<file path="src/rtl/tpm_spi_frame_tracker.sv">
// tpm_spi_frame_tracker
//   Follows TPM-over-SPI frames from sniffer byte events.
//   Decodes the 4-byte header, counts TPM wait states and indexes data bytes.
//   Flags frames whose address hits MATCH_ADDR under MATCH_ADDR_MASK.
//   Define TPM_WAIT_TIMEOUT_EN to abort frames whose wait phase reaches
//   MAX_WAIT_STATES bytes without the TPM signalling ready.
module tpm_spi_frame_tracker #(
  parameter int unsigned NUM_DATA_BITS   = 8,
  parameter int unsigned MAX_XFER_SIZE   = 64,
  parameter logic [23:0] MATCH_ADDR      = 24'hD40024,
  parameter logic [23:0] MATCH_ADDR_MASK = 24'hFF0FFF,
  parameter int unsigned MAX_WAIT_STATES = 16
) (
  input  logic                     sys_clk,
  input  logic                     rst,
  input  logic                     ss_active,
  input  logic                     byte_valid,
  input  logic [NUM_DATA_BITS-1:0] mosi_byte,
  input  logic [NUM_DATA_BITS-1:0] miso_byte,
  output logic                     hdr_valid,
  output logic                     is_read,
  output logic [7:0]               xfer_size,
  output logic [23:0]              addr,
  output logic                     addr_match,
  output logic [7:0]               wait_count,
  output logic                     data_valid,
  output logic [NUM_DATA_BITS-1:0] data_byte,
  output logic [6:0]               data_index,
  output logic                     data_last,
  output logic                     frame_done,
  output logic                     frame_error
);

`ifdef TPM_WAIT_TIMEOUT_EN
  localparam bit WAIT_TIMEOUT_EN = 1'b1;
`else
  localparam bit WAIT_TIMEOUT_EN = 1'b0;
`endif

  typedef enum logic [2:0] {
    S_IDLE,
    S_HDR,
    S_WAIT,
    S_DATA,
    S_END,
    S_DISCARD
  } state_t;

  state_t state_q, state_d, cur_state, post_state;

  logic       ss_prev_q;
  logic [1:0] hdr_cnt_q, hdr_cnt_d, hdr_cnt_eff;
  logic [7:0] byte0_q, byte0_d;
  logic [15:0] addr_hi_q, addr_hi_d;
  logic [6:0] data_cnt_q, data_cnt_d, data_cnt_eff;

  logic                     hdr_valid_q, hdr_valid_d;
  logic                     is_read_q, is_read_d;
  logic [7:0]               xfer_size_q, xfer_size_d;
  logic [23:0]              addr_q, addr_d;
  logic                     addr_match_q, addr_match_d;
  logic [7:0]               wait_count_q, wait_count_d;
  logic                     data_valid_q, data_valid_d;
  logic [NUM_DATA_BITS-1:0] data_byte_q, data_byte_d;
  logic [6:0]               data_index_q, data_index_d;
  logic                     data_last_q, data_last_d;
  logic                     frame_done_q, frame_done_d;
  logic                     frame_error_q, frame_error_d;

  logic        new_frame;
  logic [7:0]  wait_eff, wait_inc_val, size_plus;
  logic [23:0] hdr_addr;
  logic        byte_ev, oversize_ev, hdr_done_ev, wait_ev, wait_end_ev;
  logic        timeout_ev, data_ev, last_ev, extra_ev, frame_end;

  // Event decode. A chip-select rise in IDLE is folded into an effective HDR
  // state with cleared counters, so a byte arriving in that same cycle still
  // counts as header byte 0.
  always_comb begin
    new_frame    = (state_q == S_IDLE) && ss_active && !ss_prev_q;
    cur_state    = new_frame ? S_HDR : state_q;
    hdr_cnt_eff  = new_frame ? '0 : hdr_cnt_q;
    data_cnt_eff = new_frame ? '0 : data_cnt_q;
    wait_eff     = new_frame ? '0 : wait_count_q;
    wait_inc_val = (wait_eff == 8'hFF) ? 8'hFF : wait_eff + 8'd1;
    size_plus    = {1'b0, mosi_byte[6:0]} + 8'd1;
    hdr_addr     = {addr_hi_q, mosi_byte[7:0]};

    byte_ev     = byte_valid && (cur_state != S_IDLE);
    oversize_ev = byte_ev && (cur_state == S_HDR) && (hdr_cnt_eff == 2'd0) &&
                  (32'(size_plus) > MAX_XFER_SIZE);
    hdr_done_ev = byte_ev && (cur_state == S_HDR) && (hdr_cnt_eff == 2'd3);
    wait_ev     = byte_ev && (cur_state == S_WAIT);
    wait_end_ev = wait_ev && miso_byte[0];
    timeout_ev  = WAIT_TIMEOUT_EN && wait_ev && !miso_byte[0] &&
                  (32'(wait_inc_val) >= MAX_WAIT_STATES);
    data_ev     = byte_ev && (cur_state == S_DATA);
    last_ev     = data_ev && ({1'b0, data_cnt_eff} == (xfer_size_q - 8'd1));
    extra_ev    = byte_ev && (cur_state == S_END);
    frame_end   = (cur_state != S_IDLE) && !ss_active;
  end

  // State and frame bookkeeping registers.
  always_ff @(posedge sys_clk or posedge rst) begin
    if (rst) begin
      state_q    <= S_IDLE;
      ss_prev_q  <= 1'b0;
      hdr_cnt_q  <= '0;
      byte0_q    <= '0;
      addr_hi_q  <= '0;
      data_cnt_q <= '0;
    end else begin
      state_q    <= state_d;
      ss_prev_q  <= ss_active;
      hdr_cnt_q  <= hdr_cnt_d;
      byte0_q    <= byte0_d;
      addr_hi_q  <= addr_hi_d;
      data_cnt_q <= data_cnt_d;
    end
  end

  // Next state: the byte is applied first (post_state), then a chip-select
  // fall in the same cycle closes the frame.
  always_comb begin
    post_state = cur_state;
    case (cur_state)
      S_HDR: begin
        if (oversize_ev)      post_state = S_DISCARD;
        else if (hdr_done_ev) post_state = miso_byte[0] ? S_DATA : S_WAIT;
      end
      S_WAIT: begin
        if (timeout_ev)       post_state = S_DISCARD;
        else if (wait_end_ev) post_state = S_DATA;
      end
      S_DATA: begin
        if (last_ev) post_state = S_END;
      end
      S_END: begin
        if (extra_ev) post_state = S_DISCARD;
      end
      default: ;
    endcase
    state_d = frame_end ? S_IDLE : post_state;

    hdr_cnt_d = hdr_cnt_eff;
    byte0_d   = byte0_q;
    addr_hi_d = addr_hi_q;
    if (byte_ev && (cur_state == S_HDR)) begin
      hdr_cnt_d = hdr_cnt_eff + 2'd1;
      case (hdr_cnt_eff)
        2'd0:    byte0_d          = mosi_byte[7:0];
        2'd1:    addr_hi_d[15:8]  = mosi_byte[7:0];
        2'd2:    addr_hi_d[7:0]   = mosi_byte[7:0];
        default: ;
      endcase
    end

    data_cnt_d = data_cnt_eff;
    if (data_ev) data_cnt_d = data_cnt_eff + 7'd1;
  end

  // Output next values: pulses default low, header/data fields hold.
  always_comb begin
    hdr_valid_d  = hdr_done_ev;
    is_read_d    = is_read_q;
    xfer_size_d  = xfer_size_q;
    addr_d       = addr_q;
    addr_match_d = addr_match_q;
    if (hdr_done_ev) begin
      is_read_d    = byte0_q[7];
      xfer_size_d  = {1'b0, byte0_q[6:0]} + 8'd1;
      addr_d       = hdr_addr;
      addr_match_d = ((hdr_addr ^ MATCH_ADDR) & MATCH_ADDR_MASK) == 24'd0;
    end

    wait_count_d = wait_eff;
    if (wait_ev) wait_count_d = wait_inc_val;

    data_valid_d = data_ev;
    data_byte_d  = data_byte_q;
    data_index_d = data_index_q;
    data_last_d  = last_ev;
    if (data_ev) begin
      data_byte_d  = is_read_q ? miso_byte : mosi_byte;
      data_index_d = data_cnt_eff;
    end

    frame_done_d  = frame_end && (post_state == S_END);
    frame_error_d = oversize_ev || timeout_ev || extra_ev ||
                    (frame_end && ((post_state == S_HDR) ||
                                   (post_state == S_WAIT) ||
                                   (post_state == S_DATA)));
  end

  // Registered outputs.
  always_ff @(posedge sys_clk or posedge rst) begin
    if (rst) begin
      hdr_valid_q   <= 1'b0;
      is_read_q     <= 1'b0;
      xfer_size_q   <= '0;
      addr_q        <= '0;
      addr_match_q  <= 1'b0;
      wait_count_q  <= '0;
      data_valid_q  <= 1'b0;
      data_byte_q   <= '0;
      data_index_q  <= '0;
      data_last_q   <= 1'b0;
      frame_done_q  <= 1'b0;
      frame_error_q <= 1'b0;
    end else begin
      hdr_valid_q   <= hdr_valid_d;
      is_read_q     <= is_read_d;
      xfer_size_q   <= xfer_size_d;
      addr_q        <= addr_d;
      addr_match_q  <= addr_match_d;
      wait_count_q  <= wait_count_d;
      data_valid_q  <= data_valid_d;
      data_byte_q   <= data_byte_d;
      data_index_q  <= data_index_d;
      data_last_q   <= data_last_d;
      frame_done_q  <= frame_done_d;
      frame_error_q <= frame_error_d;
    end
  end

  assign hdr_valid   = hdr_valid_q;
  assign is_read     = is_read_q;
  assign xfer_size   = xfer_size_q;
  assign addr        = addr_q;
  assign addr_match  = addr_match_q;
  assign wait_count  = wait_count_q;
  assign data_valid  = data_valid_q;
  assign data_byte   = data_byte_q;
  assign data_index  = data_index_q;
  assign data_last   = data_last_q;
  assign frame_done  = frame_done_q;
  assign frame_error = frame_error_q;

endmodule

</file>
<file path="config.mk">
export PLATFORM = sky130hd
export DESIGN_NAME = tpm_spi_frame_tracker
export DESIGN_NICKNAME = d
export VERILOG_FILES = /design/src/rtl/tpm_spi_frame_tracker.sv
export SDC_FILE = /design/constraint.sdc
export NUM_CORES = 1
export LEC_CHECK = 0
export ABC_AREA = 1
export BUFFER_PORTS_ARGS = -buffer_cell sky130_fd_sc_hd__buf_2
export CAP_MARGIN = 20
export CORE_MARGIN = 3
export CORE_UTILIZATION = 29
export DETAILED_ROUTE_END_ITERATION = 8
export PLACE_DENSITY = 0.49
export SYNTH_ARGS = -nofsm -noshare
export SYNTH_HDL_FRONTEND = slang
export SYNTH_SLANG_ARGS = --single-unit
export TNS_END_PERCENT = 100
</file>
<file path="constraint.sdc">
create_clock -name sys_clk -period 4.05 [get_ports sys_clk]
set_input_delay 0.6075 -clock sys_clk [delete_from_list [all_inputs] [get_ports sys_clk]]
set_output_delay 0.6075 -clock sys_clk [all_outputs]
set_load 0.005 [all_outputs]
</file>
==> flow_summary.ini <==
[status]
status = finished, final reports clean

[run]
drv_cap = 0

[routing]
drt_wl_total_um = 11400
postRouteAntennaNets = 0
routed_via_density = 4.42
drtIter0Drc = 186
post_drt_wl_per_cell_um = 13.6
drc_errors = 0
vias = 3709
first_pass_iters = 4

[critical_path]
worstSetupPathType = reg2reg
critPathArrivalTime_ns = 2.70
rr_endpoint = state_q[1]
worstSetupEndpointType = flop
reg2reg_depth = 13
critPathLaunch = state_q[0]
r2r-start = state_q[0]
crit_path_max_fanout = 22
worst-r2r-setup-slack_ns = 1.58
cp.required_ns = 4.28
start_kind = flop

[layout]
area_delta_synth_final_pct = 20.8
final_cells = 839
layout_common_cells = nand2_1, dfrtp_1, buf_2
drive_above_1_share = 0.218
finish.instance_area_mm2 = 0.00559
diodes = 0
final_common_cell = nand2_1
fin_nets = 651
fin_util = 0.363

[sta]
min_period_ns = 2.47
period_share = 0.609
rsz0062_at_grt = no
tightest_slew_ns = 0.620
fin_tns_setup_ns = 0
fin_ws_ns = 1.58
fmax_mhz = 405
max_slew_margin = 0.586
setup_viol = 0
hold_violations = 0
clock_skew_ns = 0.00647
final_max_slew_viol_count = 0

[floorplanning]
die-area_mm2 = 0.0175
fp.dieH_um = 132
start_util = 0.300
die_w_um = 132
core_area_mm2 = 0.0154
pin_count = 82
std_cell_rows = 45

[synth]
synth_area_per_cell_um2 = 8.51
synth_nets = 572
ys_ff_latch = 99
ys_seq_area_frac = 0.535
synthCells = 544
ys_types = 29
synth.cell_area_mm2 = 0.00463
synth_warnings = 0

[power_and_ir_drop]
p_per_area_mw_per_mm2 = 571
irDropWorstVdd_mv = 0.345
leakage_nw = 3.01

[clock_tree]
cts_buffer_depth = 2
cts_max_level = 3
clk_latency_ns = 0.34
ctsResizeCount = 0
cts_sinks = 99
cts_tree = built
holdBufCountCts = 0
cts_setup_buffers = 0
cts_inserted_buffers = 9
path_clk_slew_ns = 0.06
root_buffer = clkbuf_16

[place]
gp_congestion = 0.836
place_ws_ns = 1.33
hpwl_um = 8360
io_buffers = 81
placed_cells = 823
post_dp_cell_area_mm2 = 0.00525

[global_routing]
antenna_found_initial = 0
grt_pass1_vias = 3723
grt_max_degree = 50
grt.overflow.total = 0
grt_pass1_wl_um = 18900
grt_usage = 0.134

[worst_hold_path]
hp-class = in2async
==> where the power goes <==
group	total [mW]	switching, mW	internal [mW]
logic	0.799	0.475	0.324
registers	1.42	0.195	1.22
clock network	0.978	0.371	0.606
total	3.19	1.04	2.15
==> sequential cells by signal (all words and copies together) (netlist names), 2 cells and up <==
register / flops
addr: 24
addr_hi_q: 16
byte0_q: 8
data_byte: 8
wait_count: 8
xfer_size: 8
data_cnt_q: 7
data_index: 7
state_q: 3
hdr_cnt_q: 2
==> worst max-delay path: stages (launching register included) <==
cell and delay, ns:
dfrtp_1 0.45, nor2_4 0.21, nand3_2 0.38, nand2_1 0.27, inv_1 0.11, ha_1 0.22, nand2_2 0.08, inv_2 0.15
nand2_1 0.11, o21ai_0 0.07, inv_1 0.06, nand2_1 0.06, o21ai_0 0.14, inv_1 0.05
==> layer usage <==
layer,wire (µm),GRT usage
met5,0,0
met4,100,0.0341
met3,453,0.0351
met2,5530,0.225
met1,5290,0.172
==> worst max path at each step <==
stage                       endpoint
after floorplan              addr[0]
after detailed placement  state_q[1]
after global placement    state_q[1]
after global routing      frame_done
after CTS                 state_q[1]
final                     state_q[1]
==> area by class of cell <==
cell class | count | area (µm²)
clock inverters | 6 | 113
multi-input cells | 363 | 1830
inverters | 66 | 250
fillers | 1642 | 9830
well taps | 211 | 264
repair buffers | 84 | 428
clock buffers | 10 | 229
flip-flops and latches | 99 | 2480
==> cells by family (layout without fill, tap and decap cells) <==
kind of cell,count (synthesis),count (layout),synth area share
adders and majority gates,8,8,0.0216
buffers and inverters,82,166,0.0692
AOI/OAI and AO/OA,82,82,0.0911
DFF,99,99,0.535
and+or+nand+nor,261,261,0.260
xor gates and xnor gates,12,12,0.0227
==> cell usage after synthesis <==
cell type  count  share of area
nand2_4        3         0.0073
inv_2          7         0.0057
nor3_1         5         0.0054
nand4_1        8          0.011
nor2_2         5         0.0068
clkbuf_1      11         0.0089
nor2_1        32          0.026
nor4_1         2         0.0027
a31o_2         1         0.0019
ha_1           8          0.022
inv_1         59          0.048
xnor2_1        4         0.0076
a21oi_1       10          0.011
o31ai_1        1         0.0016
nor3_2         3         0.0065
nor2_8         2         0.0086
nand3_2        6          0.013
nand2_1      155           0.13
buf_6          1         0.0024
o21ai_0       66          0.071
o21ai_1        2         0.0022
a31oi_1        1         0.0014
xor2_1         8          0.015
nand3_1       31          0.034
nand2_2        7         0.0095
nor2_4         2         0.0049
a21oi_2        1         0.0019
dfrtp_1       99           0.53
buf_2          4         0.0043
==> stage by stage <==
step	hold WS, ns	power [mW]
after floorplan	0.442	1.94
after global placement	0.462	2.23
after detailed placement	0.463	2.25
after CTS	0.363	3.24
after global routing	0.391	3.43
final	0.347	3.19
No activity file was read; power rests on OpenSTA's default activity.
